$ cat config.mk
export PLATFORM = sky130hd
export DESIGN_NAME = menu_dwell_select
export DESIGN_NICKNAME = d
export VERILOG_FILES = /design/src/rtl/menu_dwell_select.sv
export SDC_FILE = /design/constraint.sdc
export NUM_CORES = 1
export LEC_CHECK = 0
export CAP_MARGIN = 20
export CORE_MARGIN = 2
export CORE_UTILIZATION = 58
export CTS_BUF_LIST = sky130_fd_sc_hd__clkbuf_4
export CTS_CLUSTER_SIZE = 16
export DETAILED_ROUTE_END_ITERATION = 10
export PLACE_DENSITY_LB_ADDON = 0.12
export SYNTH_ARGS = -nofsm -noshare
export SYNTH_HDL_FRONTEND = slang
export SYNTH_SLANG_ARGS = --single-unit
$ cat constraint.sdc
create_clock -name clk -period 3.6 [get_ports clk]
set_clock_uncertainty 0.1 [all_clocks]
set_input_delay 0.36 -clock clk [delete_from_list [all_inputs] [get_ports clk]]
set_output_delay 0.36 -clock clk [all_outputs]
set_load 0.005 [all_outputs]
$ cat src/rtl/menu_dwell_select.sv
// Menu dwell picker: hit-tests the per-frame pointer against a COLS x ROWS cell grid
// and fires a one-cycle selection after a debounced dwell. Option: MENU_DWELL_REPEAT_EN.
module menu_dwell_select #(
    parameter int POS_W          = 13,
    parameter int X_LAST         = 799,
    parameter int Y_LAST         = 599,
    parameter int MENU_X0        = 721,
    parameter int MENU_Y0        = 171,
    parameter int CELL_W         = 39,
    parameter int CELL_H         = 38,
    parameter int COLS           = 2,
    parameter int ROWS           = 8,
    parameter int IDX_W          = 5,
    parameter int DWELL_FRAMES   = 6,
    parameter int MISS_MAX       = 5,
    parameter int TIMEOUT_FRAMES = 20,
    parameter int REPEAT_FRAMES  = 15
) (
    input  logic             clk,
    input  logic             rst,
    input  logic [POS_W-1:0] i_X_pos,
    input  logic [POS_W-1:0] i_Y_pos,
    input  logic             i_detect,
    input  logic [POS_W-1:0] i_ptr_X,
    input  logic [POS_W-1:0] i_ptr_Y,
    output logic             o_hover_valid,
    output logic [IDX_W-1:0] o_hover_idx,
    output logic [4:0]       o_progress,
    output logic             o_sel_valid,
    output logic [IDX_W-1:0] o_sel_idx,
    output logic             o_busy
);
    localparam int EXT_W = POS_W + 4;
    localparam logic [15:0] DWELL_C   = 16'(DWELL_FRAMES);
    localparam logic [15:0] MISS_C    = 16'(MISS_MAX);
    localparam logic [15:0] TIMEOUT_C = 16'(TIMEOUT_FRAMES);
`ifdef MENU_DWELL_REPEAT_EN
    localparam logic [15:0] REPEAT_C  = 16'(REPEAT_FRAMES);
`endif

    typedef enum logic [1:0] {S_IDLE, S_DWELL, S_COOL} state_t;

    state_t             state_q, state_d;
    logic               fr_valid_q, fr_valid_d;
    logic [POS_W-1:0]   fr_x_q, fr_x_d, fr_y_q, fr_y_d;
    logic [IDX_W-1:0]   cand_q, cand_d;
    logic [15:0]        cnt_q, cnt_d, miss_q, miss_d, frames_q, frames_d, rep_q, rep_d;
    logic               hover_valid_q, hover_valid_d, sel_valid_q, sel_valid_d;
    logic [IDX_W-1:0]   hover_idx_q, hover_idx_d, sel_idx_q, sel_idx_d;
    logic [4:0]         progress_q, progress_d;

    logic               end_frame, ptr_valid, hit;
    logic [EXT_W-1:0]   ptr_x_ext, ptr_y_ext;
    logic [COLS-1:0]    col_hit;
    logic [ROWS-1:0]    row_hit;
    logic [IDX_W-1:0]   col_idx, row_idx, hit_idx;

    assign end_frame = (i_X_pos == POS_W'(X_LAST)) && (i_Y_pos == POS_W'(Y_LAST));

    // A detect on the end_frame cycle itself overrides the captured pointer.
    assign ptr_valid = i_detect | fr_valid_q;
    assign ptr_x_ext = {4'b0, (i_detect ? i_ptr_X : fr_x_q)};
    assign ptr_y_ext = {4'b0, (i_detect ? i_ptr_Y : fr_y_q)};

    genvar gi;
    generate
        for (gi = 0; gi < COLS; gi++) begin : g_col
            localparam logic [EXT_W-1:0] LO = EXT_W'(MENU_X0 + gi * CELL_W);
            localparam logic [EXT_W-1:0] HI = EXT_W'(MENU_X0 + (gi + 1) * CELL_W);
            assign col_hit[gi] = (ptr_x_ext >= LO) && (ptr_x_ext < HI);
        end
        for (gi = 0; gi < ROWS; gi++) begin : g_row
            localparam logic [EXT_W-1:0] LO = EXT_W'(MENU_Y0 + gi * CELL_H);
            localparam logic [EXT_W-1:0] HI = EXT_W'(MENU_Y0 + (gi + 1) * CELL_H);
            assign row_hit[gi] = (ptr_y_ext >= LO) && (ptr_y_ext < HI);
        end
    endgenerate

    always_comb begin
        col_idx = '0;
        row_idx = '0;
        for (int i = 0; i < COLS; i++) if (col_hit[i]) col_idx = IDX_W'(i);
        for (int i = 0; i < ROWS; i++) if (row_hit[i]) row_idx = IDX_W'(i);
    end

    assign hit     = ptr_valid && (|col_hit) && (|row_hit);
    assign hit_idx = IDX_W'(row_idx * IDX_W'(COLS)) + col_idx;

    always_comb begin
        fr_valid_d    = fr_valid_q;
        fr_x_d        = fr_x_q;
        fr_y_d        = fr_y_q;
        state_d       = state_q;
        cand_d        = cand_q;
        cnt_d         = cnt_q;
        miss_d        = miss_q;
        frames_d      = frames_q;
        rep_d         = rep_q;
        hover_valid_d = hover_valid_q;
        hover_idx_d   = hover_idx_q;
        sel_valid_d   = 1'b0;
        sel_idx_d     = sel_idx_q;

        if (end_frame) begin
            fr_valid_d = 1'b0;
        end else if (i_detect) begin
            fr_valid_d = 1'b1;
            fr_x_d     = i_ptr_X;
            fr_y_d     = i_ptr_Y;
        end

        if (end_frame) begin
            hover_valid_d = hit;
            if (hit) hover_idx_d = hit_idx;
            unique case (state_q)
                S_IDLE: begin
                    if (hit) begin
                        cand_d   = hit_idx;
                        cnt_d    = 16'd1;
                        miss_d   = '0;
                        frames_d = 16'd1;
                        rep_d    = '0;
                        if (DWELL_C <= 16'd1) begin
                            sel_valid_d = 1'b1;
                            sel_idx_d   = hit_idx;
                            state_d     = S_COOL;
                        end else begin
                            state_d = S_DWELL;
                        end
                    end
                end
                S_DWELL: begin
                    frames_d = frames_q + 16'd1;
                    if (hit && hit_idx == cand_q) begin
                        cnt_d  = cnt_q + 16'd1;
                        miss_d = '0;
                        if (cnt_q + 16'd1 >= DWELL_C) begin
                            sel_valid_d = 1'b1;
                            sel_idx_d   = cand_q;
                            rep_d       = '0;
                            state_d     = S_COOL;
                        end
                    end else if (hit) begin
                        cand_d   = hit_idx;
                        cnt_d    = 16'd1;
                        miss_d   = '0;
                        frames_d = 16'd1;
                    end else begin
                        miss_d = miss_q + 16'd1;
                        if (miss_q + 16'd1 > MISS_C) state_d = S_IDLE;
                    end
                    // Checked after the rules so a completing dwell beats the timeout.
                    if (state_d == S_DWELL && frames_d >= TIMEOUT_C) state_d = S_IDLE;
                end
                S_COOL: begin
                    if (hit && hit_idx == cand_q) begin
`ifdef MENU_DWELL_REPEAT_EN
                        if (rep_q + 16'd1 >= REPEAT_C) begin
                            rep_d       = '0;
                            sel_valid_d = 1'b1;
                            sel_idx_d   = cand_q;
                        end else begin
                            rep_d = rep_q + 16'd1;
                        end
`else
                        rep_d = rep_q;
`endif
                    end else begin
                        state_d = S_IDLE;
                    end
                end
                default: state_d = S_IDLE;
            endcase
        end

        progress_d = '0;
        if (state_d == S_DWELL) progress_d = (cnt_d > 16'd31) ? 5'd31 : cnt_d[4:0];
    end

    always_ff @(posedge clk) begin
        if (!rst) begin
            state_q       <= S_IDLE;
            fr_valid_q    <= 1'b0;
            fr_x_q        <= '0;
            fr_y_q        <= '0;
            cand_q        <= '0;
            cnt_q         <= '0;
            miss_q        <= '0;
            frames_q      <= '0;
            rep_q         <= '0;
            hover_valid_q <= 1'b0;
            hover_idx_q   <= '0;
            sel_valid_q   <= 1'b0;
            sel_idx_q     <= '0;
            progress_q    <= '0;
        end else begin
            state_q       <= state_d;
            fr_valid_q    <= fr_valid_d;
            fr_x_q        <= fr_x_d;
            fr_y_q        <= fr_y_d;
            cand_q        <= cand_d;
            cnt_q         <= cnt_d;
            miss_q        <= miss_d;
            frames_q      <= frames_d;
            rep_q         <= rep_d;
            hover_valid_q <= hover_valid_d;
            hover_idx_q   <= hover_idx_d;
            sel_valid_q   <= sel_valid_d;
            sel_idx_q     <= sel_idx_d;
            progress_q    <= progress_d;
        end
    end

    assign o_hover_valid = hover_valid_q;
    assign o_hover_idx   = hover_idx_q;
    assign o_progress    = progress_q;
    assign o_sel_valid   = sel_valid_q;
    assign o_sel_idx     = sel_idx_q;
    assign o_busy        = (state_q != S_IDLE);
endmodule

==> results of run 1 <==
## logic make-up after synthesis
family	synth area share
other	0.000610
AND/OR/NAND/NOR	0.309
multiplexers	0.0709
flip-flops	0.313
AO/OA/AOI/OAI	0.229
adder cells (fa/ha/maj)	0.0102
XOR/XNOR	0.0240
buffers and inverters	0.0436
## worst min-delay path, cell delays in order (launching register included)
cell     delay (ns)
dfxtp_1        0.34
nand2_1        0.05
a21oi_1        0.06
## area by class of cell
cell class	count	area [µm²]
inverters	14	52.6
repair buffers	128	1140
clock inverters	6	66.3
flip-flops and latches	96	1920
well taps	136	170
clock buffers	9	67.6
fillers	833	2920
multi-input cells	620	3980
## per-stage QoR
stage,std cells,hold slack (ns)
2_1_floorplan,779,0.351
3_3_place_gp,994,0.343
3_5_place_dp,994,0.374
4_1_cts,1009,0.350
5_1_grt,1009,0.406
6_report,1009,0.387
## cells in the final DEF (no fill, tap or decap), types with 13 or more instances in the layout
| cell type | synthesis | routed |
|---|---|---|
| nor2_1 | 108 | 107 |
| dfxtp_1 | 96 | 96 |
| nand2_1 | 71 | 71 |
| clkdlybuf4s50_1 | 0 | 69 |
| buf_4 | 4 | 57 |
| a21oi_1 | 44 | 44 |
| mux2i_1 | 39 | 39 |
| nand3_1 | 33 | 33 |
| o21ai_0 | 27 | 27 |
| nor3_1 | 25 | 25 |
| nand4_1 | 15 | 15 |
| inv_1 | 14 | 13 |
## registers in the layout, indices dropped and copies added (netlist names)
register       count
cnt_q             16
frames_q          16
miss_q            16
fr_x_q            13
fr_y_q            13
o_progress         5
cand_q             4
o_hover_idx        4
o_sel_idx          4
state_q            2
fr_valid_q         1
o_hover_valid      1
o_sel_valid        1
## worst max path at each step
stage | start | endpoint | slack [ns] | depth (start not counted)
floorplan | cnt_q[0] | o_progress[2] | 0.37 | 11
global placement | i_ptr_Y[2] | o_progress[2] | -0.09 | 13
detailed placement | i_ptr_Y[11] | frames_q[5] | -0.20 | 14
CTS | miss_q[0] | o_progress[0] | 0.13 | 11
global route | cnt_q[0] | o_progress[2] | 0.01 | 12
finish | cnt_q[0] | o_progress[2] | 0.19 | 12
## metal layers
metal  wire length [µm]  share of wire
met1               6980           0.42
met2               8120           0.49
met3               1020          0.062
met5                  0              0
met4                322          0.020
## report_power, final
group	leakage (nW)	internal, mW	total, mW	switching, mW
Sequential	0.779	1.08	1.10	0.0180
Combinational	1.98	0.151	0.290	0.139
Clock	0.0765	0.212	0.603	0.391
==> impl_results.md, run 1 <==
* Syn avg cell area at 7.90 µm²
* Clk slew on worst S/H paths at 0.15 ns
* Max-cap violations at 0
* Hold Path End: o_hover_valid
* Dominant synthesized flop cell: dfxtp_1
* GRT Max-Usage Layer: met2
* Least-Margin Pin Slew at 0.956 ns
* Slowest stage delay, CP at 0.45 ns
* Placer Congestion at 0.916
* Yosys reg bits at 96
* Synth Warn # at 0
* DP Wirelength at 12.1 mm
* WHS Path Cells at 2
* RSZ-0062 raised after global routing: no
* Outcome: complete, no violations
* Antenna Nets Post-Route at 0
* Count leader, synth: nor2_1
* Buffers & Inverters on Critical Path at 1
* CTS root buffer: clkbuf_4
* Fin Setup TNS at 0 ns
* PD cells at 269 nW/µm²
* Final worst slack at 0.192 ns
* Num CTS Buffers at 9
* Register-to-Register Path Depth at 12
* Final instance area at 7400 µm²
* Violation count after the first detailed-route iteration at 508
* Clk_lat worst skew at 0.48 ns
* Final min period at 3.41 ns
* DR DRC count at 0
* Mapped Cells at 778
* Die area at 11,400 µm²
* Distinct cells, synth at 84
* Setup repair bufs after CTS at 0
* Post-synth EDFFs at 0
* Layout net count at 929
* Gr usage total at 0.292
* Setup crit start kind: register
* R2R setup slack at 0.19 ns
* Largest net degree at the start of global routing at 67
* Initial antenna violation count at 0
* Dpl cell area at 7250 µm²
* Pre-CTS WS at -0.196 ns
* WP data arrival at 3.69 ns
* Starting Density at 0.595
* DR WL/cell at 16.3 µm
* Post-Synthesis Cell Area at 6140 µm²
* Top cells by area, synth: dfxtp_1 31%, nor2_1 6.6%, mux2i_1 6.4%, nand2_1 4.3%, a21oi_1 3.6%
* Final slew viol count at 0
* CTS max path bufs at 2
* Routed via count at 6,312
* Area growth from synthesis to layout at 20.5%
* Max VDD drop at 215 µV
* Port Buf Inserts at 70
* Die outline height at 107 µm
* Hold Crit Start: o_hover_valid
* Worst Path Required at 3.88 ns
* Most frequent CP cell: nand4_1
* Final period util at 0.947
* Cells along the critical path: ha_2 -> and4_1 -> nand4_1 -> nor3_1 -> buf_4 -> mux2i_1 -> nand4_1 -> or3_1 -> a31oi_1 -> o22ai_1 -> a41o_1 -> o41a_2
* Vias in the first global route at 5,952
* CP max-delay cell: o41a_2
* Met3 Use GR at 0.0590
* Static Leakage at 2.84 nW
* First-pass GRT wire length at 27.2 mm
* Yosys top cell by area: dfxtp_1
* Num rows at 37
* Number of I/O pins at 73
* PostCTS Resize Cnt at 0
* Share of the synthesized area in the top cell type at 0.313
* Largest fanout on the critical path at 6
* Via density at 6.26
* Reg-to-reg endpoint: o_progress[2]
* Delay-heaviest family, CP: simple AND/OR/NAND/NOR gates
* Power Total at 1.99 mW
* Final Hold Fails at 0
* HP Class: reg -> reg
* Final wirelength at 16.4 mm
* Worst r2r src: cnt_q[0]
* Routing usage on met2 at 0.505
* GR Util met1 at 0.356
* ANT cells at 0
* Htree depth at 3
* Worst rel slew slack at 0.360
* Total gr overflow at 0
* Cts hold-fix bufs at 0
* CTS tree: yes
* First drt pass iteration count at 8
* CTS Sinks at 96
* Commonest cells post-synth: 108 x nor2_1, 96 x dfxtp_1, 71 x nand2_1
* Seq/Total Area, Yosys at 0.313
* Die Span X at 107 µm
* Async SR Flop Fraction at 0
* Fmax at 293 MHz
* Critical path class: reg -> reg
* Core Box Area at 10,300 µm²
* Final setup viols at 0
* Layout cells sized above 1 at 0.140
* Fin util at 0.717
* CP Capture Type: register
(Power assumes the default switching activity.)
==> run 2, diff against run 1 <==
- clock period: 3.6 -> 3.9 ns (I/O delays scaled with it)
==> impl_results.md, run 2 (synthesis results as in run 1) <==
* First-pass GRT wire length at 26.5 mm (-2.6%)
* R2R setup slack at 0.30 ns (+0.11 ns)
* Final period util at 0.922 (-0.0244)
* Die area at 11,400 µm² (unchanged)
* Critical path class: reg -> reg
* CTS root buffer: clkbuf_4
* Fmax at 278 MHz (-5.3%)
* Area growth from synthesis to layout at 16.5%
* ANT cells at 0 (unchanged)
* CTS tree: yes
* Final Hold Fails at 0 (unchanged)
* Port Buf Inserts at 70 (unchanged)
* First drt pass iteration count at 5 (-3)
* Initial antenna violation count at 0 (unchanged)
* Core Box Area at 10,300 µm² (unchanged)
* Final slew viol count at 0 (unchanged)
* Clk slew on worst S/H paths at 0.16 ns (about the same)
* Htree depth at 3 (unchanged)
* Num CTS Buffers at 9 (unchanged)
* Fin util at 0.693 (-0.0239)
* HP Class: in -> reg
* Worst rel slew slack at 0.345 (-0.0154)
* Num rows at 37 (unchanged)
* CP Capture Type: register
* Largest net degree at the start of global routing at 67 (unchanged)
* Total gr overflow at 0 (unchanged)
* DR DRC count at 0 (unchanged)
* Static Leakage at 2.68 nW (-5.5%)
* Violation count after the first detailed-route iteration at 421 (-17%)
* Layout net count at 898 (-3.3%)
* Routed via count at 6,181 (-2.1%)
* Die outline height at 107 µm (unchanged)
* Most frequent cells in the layout: 108 x nor2_1, 96 x dfxtp_1, 71 x nand2_1, 69 x clkdlybuf4s50_1, 44 x a21oi_1
* Met2 WL at 7.68 mm (-5.5%)
* Die Span X at 107 µm (unchanged)
* Setup crit start kind: register
* Max Used Layer: met4
* Vias in the first global route at 5,642 (-5.2%)
* Gr usage total at 0.286 (-0.00614)
* Outcome: complete, no violations
* Leading registers by flop count: cnt_q: 16 flops, frames_q: 16 flops, miss_q: 16 flops
* Largest fanout on the critical path at 6 (unchanged)
* Placer Congestion at 0.945 (+3.2%)
* Worst Path Required at 4.19 ns (+0.31 ns)
* Starting Density at 0.595 (unchanged)
* DP Wirelength at 11.6 mm (-4.4%)
* Max-cap violations at 0 (unchanged)
* Fin Setup TNS at 0 ns (unchanged)
* Least-Margin Pin Slew at 0.979 ns (+0.0230 ns)
* Final setup viols at 0 (unchanged)
* Max VDD drop at 171 µV (-20%)
* WP data arrival at 3.88 ns (+0.19 ns)
* PD cells at 247 nW/µm² (-8.1%)
* Final wirelength at 15.9 mm (-3.0%)
* Met1 wire length at 6.98 mm (unchanged)
* Via density at 6.31 (+0.93%)
* Number of I/O pins at 73 (unchanged)
* Final min period at 3.60 ns (+0.189 ns)
* Antenna Nets Post-Route at 0 (unchanged)
* CTS max path bufs at 2 (unchanged)
* RSZ-0062 raised after global routing: no
* CTS Sinks at 96 (unchanged)
* DR WL/cell at 16.3 µm (about the same)
* DR WL met3 at 900 µm (-12%)
* Commonest non-fill, non-tap cell in the layout: nor2_1
* Fill cells at 886 (+6.4%)
* Clk_lat worst skew at 0.48 ns (about the same)
* Layout cells sized above 1 at 0.106 (-0.0342)
run 2: where the power goes:
group | switching (mW) | internal [mW]
Clock | 0.368 | 0.150
Sequential | 0.0160 | 0.998
Combinational | 0.120 | 0.118
Total | 0.504 | 1.27
run 2: cell type report:
class / count / area, µm² / share of cell area
clock buffer: 11 / 82.6 / 0.0115
clock inverter: 5 / 41.3 / 0.00577
inverter: 14 / 52.6 / 0.00734
multi-input combinational: 620 / 3970 / 0.554
sequential: 96 / 1920 / 0.269
tap: 136 / 170 / 0.0238
timing repair buffer: 97 / 923 / 0.129
run 2: metrics by stage:
| stage | hold slack (ns) | power [mW] | cells | instance area (µm²) | setup WS [ns] |
|---|---|---|---|---|---|
| 5_1_grt | 0.385 | 1.84 | 979 | 7160 | 0.128 |
| 6_report | 0.359 | 1.77 | 979 | 7160 | 0.303 |
| 2_1_floorplan | 0.351 | 1.17 | 779 | 6150 | 0.669 |
| 3_5_place_dp | 0.355 | 1.27 | 963 | 7030 | 0.0308 |
| 3_3_place_gp | 0.345 | 1.26 | 963 | 7030 | 0.142 |
| 4_1_cts | 0.311 | 1.78 | 979 | 7150 | 0.352 |
run 2: final timing paths:
check                                   start       endpoint  cells after the start
worst max-delay path                 cnt_q[0]  o_progress[2]                     11
worst min-delay path                 i_detect      fr_y_q[5]                      3
worst max register to register       cnt_q[0]  o_progress[2]                     11
worst min register to register  o_hover_valid  o_hover_valid                      2
run 2: routing by layer:
layer,vias up,global-route usage
li1,3011,-
met2,189,0.483
met5,-,0
met3,41,0.0571
met4,0,0.117
met1,2940,0.356
run 2: what timing repair did:
item	CTS	global route
hold buffers	0	0
endpoints found under the setup margin	0	5
buffers inserted	0	0
resized for setup	0	1
run 2: worst max-delay path: stages, from the launching register on:
cell and delay [ns]:
dfxtp_1 0.45, ha_1 0.29, and4_1 0.26, nand4_1 0.14, nor3_1 0.41, mux2i_1 0.27
nand4_1 0.14, or3_1 0.41, a31oi_1 0.17, o22ai_1 0.09, a41o_1 0.28, o41a_2 0.48
==> run 3, diff against run 2 <==
- RECOVER_POWER: unset -> 25
==> impl_results.md, run 3 (synthesis results as in run 1) <==
* Worst rel slew slack at 0.0122 (-0.333)
* Most frequent cells in the layout: 108 x nor2_1, 96 x dfxtp_1, 71 x nand2_1, 52 x clkdlybuf4s50_1, 44 x a21oi_1
* Part of the power in the clock network at 0.291 (-0.002)
* Setup crit start kind: register
* Layout cells sized above 1 at 0.103 (-0.00237)
* Largest net degree at the start of global routing at 67 (unchanged)
* Worst Path Required at 4.18 ns (about the same)
* Area growth from synthesis to layout at 16.4%
* Fill cells at 889 (+0.34%)
* Critical path class: reg -> reg
* Antenna Nets Post-Route at 0 (unchanged)
* CTS tree: yes
* HP Class: in -> reg
* Sequential share of power at 0.574 (about the same)
* Num rows at 37 (unchanged)
* Num CTS Buffers at 9 (unchanged)
* RSZ-0062 raised after global routing: no
* Final period util at 0.926 (+0.00339)
* Die area at 11,400 µm² (unchanged)
* Multi-input logic area at 3970 µm² (unchanged)
* Dpl cell area at 7030 µm² (unchanged)
* Static Leakage at 2.73 nW (+1.9%)
* Final wirelength at 15.9 mm (-0.50%)
* Non-Filler Instances at 979 (unchanged)
* Die Span X at 107 µm (unchanged)
* Final slew viol count at 0 (unchanged)
* Via density at 6.28 (-0.58%)
* Htree depth at 3 (unchanged)
* Combinational Power Share at 0.135 (about the same)
* Fin util at 0.693 (-0.000727)
* CTS root buffer: clkbuf_4
* Number of I/O pins at 73 (unchanged)
* Register-to-Register Path Depth at 11 (unchanged)
* Fmax at 277 MHz (-0.37%)
* Largest fanout on the critical path at 6 (unchanged)
* Switch Pwr at 502 µW (-0.53%)
* CP Capture Type: register
* Fin Setup TNS at 0 ns (unchanged)
* Die outline height at 107 µm (unchanged)
* Final setup viols at 0 (unchanged)
* Clk_lat worst skew at 0.48 ns (about the same)
* Int Pwr at 1.27 mW (about the same)
* Clk slew on worst S/H paths at 0.16 ns (about the same)
* Max VDD drop at 172 µV (+0.53%)
* DR WL/cell at 16.2 µm (-0.50%)
* Register Area at 1920 µm² (unchanged)
* CTS Sinks at 96 (unchanged)
* Starting Density at 0.595 (unchanged)
* ANT cells at 0 (unchanged)
* Leading registers by flop count: cnt_q: 16 flops, frames_q: 16 flops, miss_q: 16 flops
* Placed Cells at 963 (unchanged)
* Vias in the first global route at 5,642 (unchanged)
* CTS max path bufs at 2 (unchanged)
* Outcome: complete, no violations
* Commonest non-fill, non-tap cell in the layout: nor2_1
* DR DRC count at 0 (unchanged)
* Violation count after the first detailed-route iteration at 371 (-12%)
* WHS at 0.359 ns (-0.0000220 ns)
* DP Wirelength at 11.6 mm (unchanged)
* Final instance area at 7150 µm² (-0.10%)
* Initial antenna violation count at 0 (unchanged)
* WP data arrival at 3.89 ns (about the same)
* Placer Congestion at 0.945 (unchanged)
* Final Hold Fails at 0 (unchanged)
* Cts hold-fix bufs at 0 (unchanged)
* Core Box Area at 10,300 µm² (unchanged)
* Sw Ratio at 0.284 (-0.00111)
* Routed via count at 6,145 (-0.58%)
* Max-cap violations at 0 (unchanged)
* Gr usage total at 0.286 (unchanged)
* Layout net count at 898 (unchanged)
* WHS Path Cells at 3 (unchanged)
* Final min period at 3.61 ns (+0.0132 ns)
* First-pass GRT wire length at 26.5 mm (unchanged)
* Port Buf Inserts at 70 (unchanged)
* Total gr overflow at 0 (unchanged)
* First drt pass iteration count at 5 (unchanged)
* Least-Margin Pin Slew at 1.48 ns (+0.503 ns)
* PD cells at 247 nW/µm² (about the same)
[run 3: changes by cell type in the layout (fill, tap and decap cells not counted)]
cell             delta
buf_4               -2
clkbuf_1            +2
clkdlybuf4s50_1    -17
dlygate4sd3_1      +17
[run 3: path summary, 6_finish.rpt]
path,slack [ns],from,end
worst min register to register,0.38,o_hover_valid,o_hover_valid
worst max-delay path,0.29,cnt_q[0],o_progress[2]
worst min-delay path,0.36,i_detect,fr_y_q[5]
worst max register to register,0.29,cnt_q[0],o_progress[2]
[run 3: power groups by stage]
stage,Sequential (mW),Combinational (mW),Clock [mW]
2_1_floorplan,1.03,0.141,0
3_3_place_gp,1.03,0.231,0
3_5_place_dp,1.03,0.236,0
4_1_cts,1.01,0.237,0.529
5_1_grt,1.02,0.259,0.566
6_report,1.01,0.239,0.515
[run 3: repair_timing]
| action | 4_1_cts | 5_1_grt |
|---|---|---|
| setup endpoints to repair | 0 | 5 |
| gates resized for setup | 0 | 1 |
| setup buffers | 0 | 0 |
[run 3: area by class of cell]
type	count	area share
Timing Repair Buffer	97	0.128
Tap cell	136	0.0238
Clock inverter	5	0.00578
Clock buffer	11	0.0116
Sequential cell	96	0.269
Multi-Input combinational cell	620	0.555
Inverter	14	0.00735
[run 3: layer usage]
| metal | GRT usage | wire length [µm] |
|---|---|---|
| met1 | 0.356 | 6840 |
| met2 | 0.483 | 7680 |
| met5 | 0 | 0 |
| met3 | 0.0571 | 983 |
| met4 | 0.117 | 366 |
[run 3: stage by stage]
stage	total power, mW	setup slack [ns]
floorplan	1.17	0.669
global placement	1.26	0.142
detailed placement	1.27	0.0308
CTS	1.78	0.352
global route	1.84	0.128
finish	1.77	0.290
[run 3: critical path: stages, from the launching register on]
cell	delay [ns]
dfxtp_1	0.45
ha_1	0.29
and4_1	0.26
nand4_1	0.13
nor3_1	0.42
mux2i_1	0.27
nand4_1	0.14
or3_1	0.41
a31oi_1	0.17
o22ai_1	0.10
a41o_1	0.28
o41a_2	0.48
